===== config.mk =====
export PLATFORM = sky130hd
export DESIGN_NAME = tx_sequence_recorder_flat
export DESIGN_NICKNAME = d
export VERILOG_FILES = /design/src/rtl/tx_sequence_recorder_if.sv /design/src/rtl/tx_sequence_recorder.sv /design/src/flat_wrapper.sv
export SDC_FILE = /design/constraint.sdc
export NUM_CORES = 1
export LEC_CHECK = 0
export ABC_AREA = 0
export CAP_MARGIN = 20
export CORE_MARGIN = 2
export CORE_UTILIZATION = 67
export DETAILED_ROUTE_END_ITERATION = 10
export PLACE_DENSITY_LB_ADDON = 0.3
export SKIP_CTS_REPAIR_TIMING = 1
export SYNTH_ARGS = -nofsm -noshare
export SYNTH_HDL_FRONTEND = slang
export SYNTH_SLANG_ARGS = --single-unit

===== constraint.sdc =====
create_clock -name clk -period 6.47 [get_ports clk]
set_clock_uncertainty 0.15 [all_clocks]
set_input_delay 0.9705 -clock clk [delete_from_list [all_inputs] [get_ports clk]]
set_output_delay 0.9705 -clock clk [all_outputs]
set_load 0.01 [all_outputs]

===== src/rtl/tx_sequence_recorder_if.sv =====
// tx_sequence_recorder_if: write/read bus between the Tx arbiter (master) and the sequence recorder (slave).
// Status signals exist only when TX_SEQ_REC_STATUS_EN is defined.
interface tx_sequence_recorder_if #(
  parameter int DATA_WIDTH = 3,
  parameter int FIFO_DEPTH = 10,
  parameter int ADDR_WIDTH = $clog2(FIFO_DEPTH)
);
  logic                  wr_en;
  logic [2:0]            wr_mode;
  logic [DATA_WIDTH-1:0] wr_data_1;
  logic [DATA_WIDTH-1:0] wr_data_2;
  logic [DATA_WIDTH-1:0] wr_data_3;
  logic [DATA_WIDTH-1:0] wr_data_4;
  logic                  rd_en;
  logic [1:0]            rd_mode;
  logic [DATA_WIDTH-1:0] rd_data_1;
  logic [DATA_WIDTH-1:0] rd_data_2;
  logic                  empty;
  logic                  full;
  logic [ADDR_WIDTH:0]   available;
`ifdef TX_SEQ_REC_STATUS_EN
  logic                  err_clr;
  logic                  overflow_err;
  logic                  underflow_err;
  modport master(
    output wr_en, wr_mode, wr_data_1, wr_data_2, wr_data_3, wr_data_4, rd_en, rd_mode, err_clr,
    input  rd_data_1, rd_data_2, empty, full, available, overflow_err, underflow_err
  );
  modport slave(
    input  wr_en, wr_mode, wr_data_1, wr_data_2, wr_data_3, wr_data_4, rd_en, rd_mode, err_clr,
    output rd_data_1, rd_data_2, empty, full, available, overflow_err, underflow_err
  );
`else
  modport master(
    output wr_en, wr_mode, wr_data_1, wr_data_2, wr_data_3, wr_data_4, rd_en, rd_mode,
    input  rd_data_1, rd_data_2, empty, full, available
  );
  modport slave(
    input  wr_en, wr_mode, wr_data_1, wr_data_2, wr_data_3, wr_data_4, rd_en, rd_mode,
    output rd_data_1, rd_data_2, empty, full, available
  );
`endif
endinterface


===== src/rtl/tx_sequence_recorder.sv =====
// tx_sequence_recorder: source-ID FIFO accepting 0-4 IDs per cycle and exposing/popping the two oldest.
// Optional sticky overflow/underflow status is enabled by defining TX_SEQ_REC_STATUS_EN.
module tx_sequence_recorder #(
  parameter int DATA_WIDTH = 3,
  parameter int FIFO_DEPTH = 10,
  parameter int ADDR_WIDTH = $clog2(FIFO_DEPTH)
) (
  input logic                   clk,
  input logic                   arst,
  tx_sequence_recorder_if.slave bus
);
  localparam int CW = ADDR_WIDTH + 1;
  logic [DATA_WIDTH-1:0] mem [FIFO_DEPTH];
  logic [DATA_WIDTH-1:0] wr_data [4];
  logic [ADDR_WIDTH-1:0] wr_ptr;
  logic [ADDR_WIDTH-1:0] rd_ptr;
  logic [CW-1:0]         count;
  logic [CW-1:0]         available;
  logic [CW-1:0]         n_wr;
  logic [CW-1:0]         n_rd;
  logic [CW-1:0]         rd_req;
  logic                  wr_ok;
  function automatic logic [ADDR_WIDTH-1:0] wrap(input logic [31:0] v);
    return ADDR_WIDTH'(v % 32'(FIFO_DEPTH));
  endfunction
  // Acceptance uses pre-edge space only, so there is no read-to-write combinational path
  always_comb begin
    wr_data   = '{bus.wr_data_1, bus.wr_data_2, bus.wr_data_3, bus.wr_data_4};
    available = CW'(FIFO_DEPTH) - count;
    wr_ok     = bus.wr_en && bus.wr_mode != 3'd0 && bus.wr_mode <= 3'd4 && 32'(bus.wr_mode) <= 32'(available);
    n_wr      = wr_ok ? CW'(bus.wr_mode) : '0;
    rd_req    = bus.rd_mode == 2'd3 ? CW'(2) : CW'(bus.rd_mode);
    n_rd      = !bus.rd_en ? '0 : rd_req < count ? rd_req : count;
  end
  assign bus.available = available;
  assign bus.empty     = count == '0;
  assign bus.full      = count == CW'(FIFO_DEPTH);
  assign bus.rd_data_1 = count == '0 ? '0 : mem[rd_ptr];
  assign bus.rd_data_2 = count < CW'(2) ? '0 : mem[wrap(32'(rd_ptr) + 32'd1)];
  always_ff @(posedge clk)
    for (int k = 0; k < 4; k++)
      if (wr_ok && 32'(k) < 32'(bus.wr_mode)) mem[wrap(32'(wr_ptr) + 32'(k))] <= wr_data[k];
  always_ff @(posedge clk or negedge arst)
    if (!arst) begin
      wr_ptr <= '0;
      rd_ptr <= '0;
      count  <= '0;
    end else begin
      wr_ptr <= wrap(32'(wr_ptr) + 32'(n_wr));
      rd_ptr <= wrap(32'(rd_ptr) + 32'(n_rd));
      count  <= count + n_wr - n_rd;
    end
`ifdef TX_SEQ_REC_STATUS_EN
  logic ovf_q, udf_q, ovf_set, udf_set;
  assign ovf_set = bus.wr_en && bus.wr_mode != 3'd0 && !wr_ok;
  assign udf_set = bus.rd_en && CW'(bus.rd_mode) > count;
  // A same-cycle set beats err_clr
  always_ff @(posedge clk or negedge arst)
    if (!arst) begin
      ovf_q <= 1'b0;
      udf_q <= 1'b0;
    end else begin
      ovf_q <= ovf_set | (ovf_q & ~bus.err_clr);
      udf_q <= udf_set | (udf_q & ~bus.err_clr);
    end
  assign bus.overflow_err  = ovf_q;
  assign bus.underflow_err = udf_q;
`endif
endmodule


===== src/flat_wrapper.sv =====
// flat-port wrapper written by rule: the top's interface ports become plain ports
module tx_sequence_recorder_flat 
#(
  parameter int DATA_WIDTH = 3,
  parameter int FIFO_DEPTH = 10,
  parameter int ADDR_WIDTH = $clog2(FIFO_DEPTH)
)
  (clk, arst, bus_wr_en, bus_wr_mode, bus_wr_data_1, bus_wr_data_2, bus_wr_data_3, bus_wr_data_4, bus_rd_en, bus_rd_mode, bus_rd_data_1, bus_rd_data_2, bus_empty, bus_full, bus_available);
  tx_sequence_recorder_if #(.DATA_WIDTH(DATA_WIDTH), .FIFO_DEPTH(FIFO_DEPTH), .ADDR_WIDTH(ADDR_WIDTH)) bus_i ();
  input logic clk;
  input logic arst;
  input wire logic [$bits(bus_i.wr_en)-1:0] bus_wr_en;
  input wire logic [$bits(bus_i.wr_mode)-1:0] bus_wr_mode;
  input wire logic [$bits(bus_i.wr_data_1)-1:0] bus_wr_data_1;
  input wire logic [$bits(bus_i.wr_data_2)-1:0] bus_wr_data_2;
  input wire logic [$bits(bus_i.wr_data_3)-1:0] bus_wr_data_3;
  input wire logic [$bits(bus_i.wr_data_4)-1:0] bus_wr_data_4;
  input wire logic [$bits(bus_i.rd_en)-1:0] bus_rd_en;
  input wire logic [$bits(bus_i.rd_mode)-1:0] bus_rd_mode;
  output wire logic [$bits(bus_i.rd_data_1)-1:0] bus_rd_data_1;
  output wire logic [$bits(bus_i.rd_data_2)-1:0] bus_rd_data_2;
  output wire logic [$bits(bus_i.empty)-1:0] bus_empty;
  output wire logic [$bits(bus_i.full)-1:0] bus_full;
  output wire logic [$bits(bus_i.available)-1:0] bus_available;
  assign bus_i.wr_en = bus_wr_en;
  assign bus_i.wr_mode = bus_wr_mode;
  assign bus_i.wr_data_1 = bus_wr_data_1;
  assign bus_i.wr_data_2 = bus_wr_data_2;
  assign bus_i.wr_data_3 = bus_wr_data_3;
  assign bus_i.wr_data_4 = bus_wr_data_4;
  assign bus_i.rd_en = bus_rd_en;
  assign bus_i.rd_mode = bus_rd_mode;
  assign bus_rd_data_1 = bus_i.rd_data_1;
  assign bus_rd_data_2 = bus_i.rd_data_2;
  assign bus_empty = bus_i.empty;
  assign bus_full = bus_i.full;
  assign bus_available = bus_i.available;
  tx_sequence_recorder #(.DATA_WIDTH(DATA_WIDTH), .FIFO_DEPTH(FIFO_DEPTH), .ADDR_WIDTH(ADDR_WIDTH)) u_core (.clk(clk), .arst(arst), .bus(bus_i));
endmodule

==> results.md <==
- Critical Path Start: u_core.rd_ptr[1]
- Clk root buf: clkbuf_8
- P per Cell Area: 606.4 nW/um2
- Setup TNS: 0 ns
- Sink Count: 43
- Slew headroom: 45.02%
- Largest cells by area after synthesis: edfxtp_1, ha_1, dfrtp_1
- Final Hold Viols: 0
- CP Capture Type: primary output
- Vias per cell: 7.010
- Crit. path cell count: 11
- HPWL after DPL: 11350 um
- Grt total ovfl: 0
- Starting density of the core: 68.58%
- Outcome: complete, no violations
- Minimum clock period after layout: between 5 and 6 ns
- Ant diodes: 0
- Area grow syn2layout: 6.271%
- Syn Area/Cell: 8.508 um2
- Core ar.: 8175 um2
- CTS tree: built
- IO buf count: 33
- Clk buf depth: 2
- RSZ-0062 raised after global routing: no
- Routability cong.: 0.9384
- CP Class: reg -> out
- Vias in the first global route: around 5000
- Crit Path Max Fanout: 14
- NumNets Final: about 730
- Die height: 95.48 um
- DRC violations left: 0
- Die Footprint: about 9100 um2
- Largest net degree at the start of global routing: 31
- First drt pass iteration count: 7
- Crit-path slowest cell: dfrtp_1
- Top Family by Delay on Critical Path: simple AND/OR/NAND/NOR gates
- Antenna Nets Post-Route: 0
- Row count: 33
- Synth Flop Type: edfxtp_1
- Initial antenna violation count: 0
- First-pass GRT wire length: around 24000 um
- Synthesized instance count: 659
- Leak: about 2.3 nW
- Data required, critical path: around 5.4 ns
- Boundary Pins: 34
- Slowest stage delay, CP: 0.68 ns
- WL final: 14500 um
- CP Buf/Inv Count: 1
- Clock transition at the registers of the reported paths: 0.08 ns
- Maxcap violations: 0
- CTS buffer count: 5
- Final setup vio count: 0
- Hold crit path type: reg -> reg
- Worst reg2reg path depth: 18
- Gr usage total: ~33%
- Dpl cells: 759
- H-Tree Depth: 2
- CP Launch Type: register
- Worst R2R Start: u_core.count[1]
- Share of the synthesized area in the top cell type: 16.07%
- Synth area leader: edfxtp_1
- Highest clock rate: 186.7 MHz
- Final worst path period share: 82.80%
- Clk_lat worst skew: 0.29 ns
- Die W: about 95 um
- Most used cell, CP: ha_1
- Vias: between 5000 and 6000
- Worst hold start: u_core.count[4]
- WP data arrival: 4.24 ns
- Initial drt markers: 669
- Hold Path Stages: 2
- Layout cells sized above 1: under 10%
- Asr flop ratio synth: 30.23%
- Netlist cell types: 84
- Worst Tran Pin Value: 0.8184 ns
- EDFF count, synth: 30
- Routed len/inst: 18.90 um
- Max Transition Viols Final: 0
- Sequential share of the synthesized area: 21.87%
- Synthesized flop and latch total: 43
- Synthesis Warnings: 0
- CP cell instances: ha_1 -> a31oi_1 -> ha_1 -> nand2b_1 -> o32ai_1 -> nor3_1 -> or2_1 -> mux2i_1 -> mux2_2 -> o21a_1 -> clkdlybuf4s50_1
- Peak VDD IR: approximately 540 uV
- Post-route insts no fill: 767
- Synthesized area: about 5600 um2
path summary, 6_finish.rpt:
kind	slack (ns)	end
max reg2reg	1.68	u_core.wr_ptr[3]
min in group asynchronous	0.91	u_core.wr_ptr[2]
min	0.65	u_core.count[4]
min reg2reg	0.65	u_core.count[4]
max	1.11	bus_rd_data_2[1]
max in group asynchronous	4.84	u_core.rd_ptr[2]
Yosys cell counts (7+ instances only):
library cell	count
clkbuf_1	14
edfxtp_1	30
nand2_1	53
nand2b_1	16
and3_1	9
nor2b_1	16
o21ai_0	32
a2bb2oi_1	10
inv_1	37
a21o_1	9
o21a_1	9
nand3_1	23
a211oi_1	10
nor2_1	20
xor2_1	8
buf_2	13
ha_1	41
o22ai_1	28
xnor2_1	13
buf_4	7
a21oi_1	28
a32oi_1	8
nor3_1	16
a31oi_1	19
dfrtp_1	13
buf_6	7
o2111ai_1	8
or3_1	8
and2_1	15
o2bb2ai_1	7
o21ai_1	7
mux2i_1	17
cell families (layout without fill, tap and decap cells):
kind of cell | count (synthesis) | count (layout) | synth area share [%]
mux | 24 | 24 | 5.646
compound gates | 228 | 228 | 30.24
buf+inv | 83 | 84 | 7.253
fa+ha+maj | 46 | 46 | 10.94
flops | 43 | 43 | 21.87
other cells | 2 | 4 | 0.1339
xor+xnor | 22 | 22 | 3.571
simple gates | 211 | 211 | 20.35
placed cells by master, fill, tap and decap left out, types with 15 or more instances in the layout:
cell | Yosys | routed
nand2b_1 | 16 | 16
inv_1 | 37 | 37
mux2i_1 | 17 | 17
nand3_1 | 23 | 23
nand2_1 | 53 | 53
nor2b_1 | 16 | 16
edfxtp_1 | 30 | 30
nor3_1 | 16 | 16
ha_1 | 41 | 41
and2_1 | 15 | 15
o21ai_0 | 32 | 32
o22ai_1 | 28 | 28
a31oi_1 | 19 | 19
clkdlybuf4s50_1 | 0 | 33
a21oi_1 | 28 | 28
nor2_1 | 20 | 20
registers in the layout (all words and copies together) (netlist names):
name	flops
u_core.mem	30
u_core.count	5
u_core.wr_ptr	4
u_core.rd_ptr	4
power breakdown:
group / leakage (nW) / internal, mW / switching, mW
registers: 0.427 / 0.429 / 0.133
logic: 1.84 / 1.19 / 1.65
clock network: 0.0581 / 0.115 / 0.0990
total: 2.32 / 1.73 / 1.88
stage by stage:
step	utilization, %	worst slack, ns	hold slack [ns]	total power [mW]	area [um2]
floorplan	-	2.072	0.3849	2.735	5614
global placement	71.50	1.130	0.6254	3.229	5846
detailed placement	71.50	0.8839	0.6240	3.338	5846
CTS	72.88	1.161	0.6471	3.557	5958
global route	72.88	0.7159	0.6970	3.929	5958
finish	72.88	1.113	0.6535	3.613	5958
layout make-up:
cell class | instances | area (um2)
timing repair buffer | 37 | 360.3
clock inverter | 3 | 43.79
inverter | 39 | 146.4
multi-input combinational | 535 | 3981
fill | 591 | 2217
tap | 105 | 131.4
sequential | 43 | 1226
clock buffer | 5 | 68.82
tightest hold or removal path: stages, from the launching register on:
cell and delay, ns:
dfrtp_1 0.51, xnor2_1 0.18, xnor2_1 0.08
routing by layer:
layer	global-route usage (%)	up-vias	part of all wire, %
li1	-	2506	-
met1	43.05	2497	40
met2	54.46	308	48
met3	5.375	66	8.4
met4	15.12	0	4.2
met5	0	-	0
No activity file was read; power rests on OpenSTA's default activity.
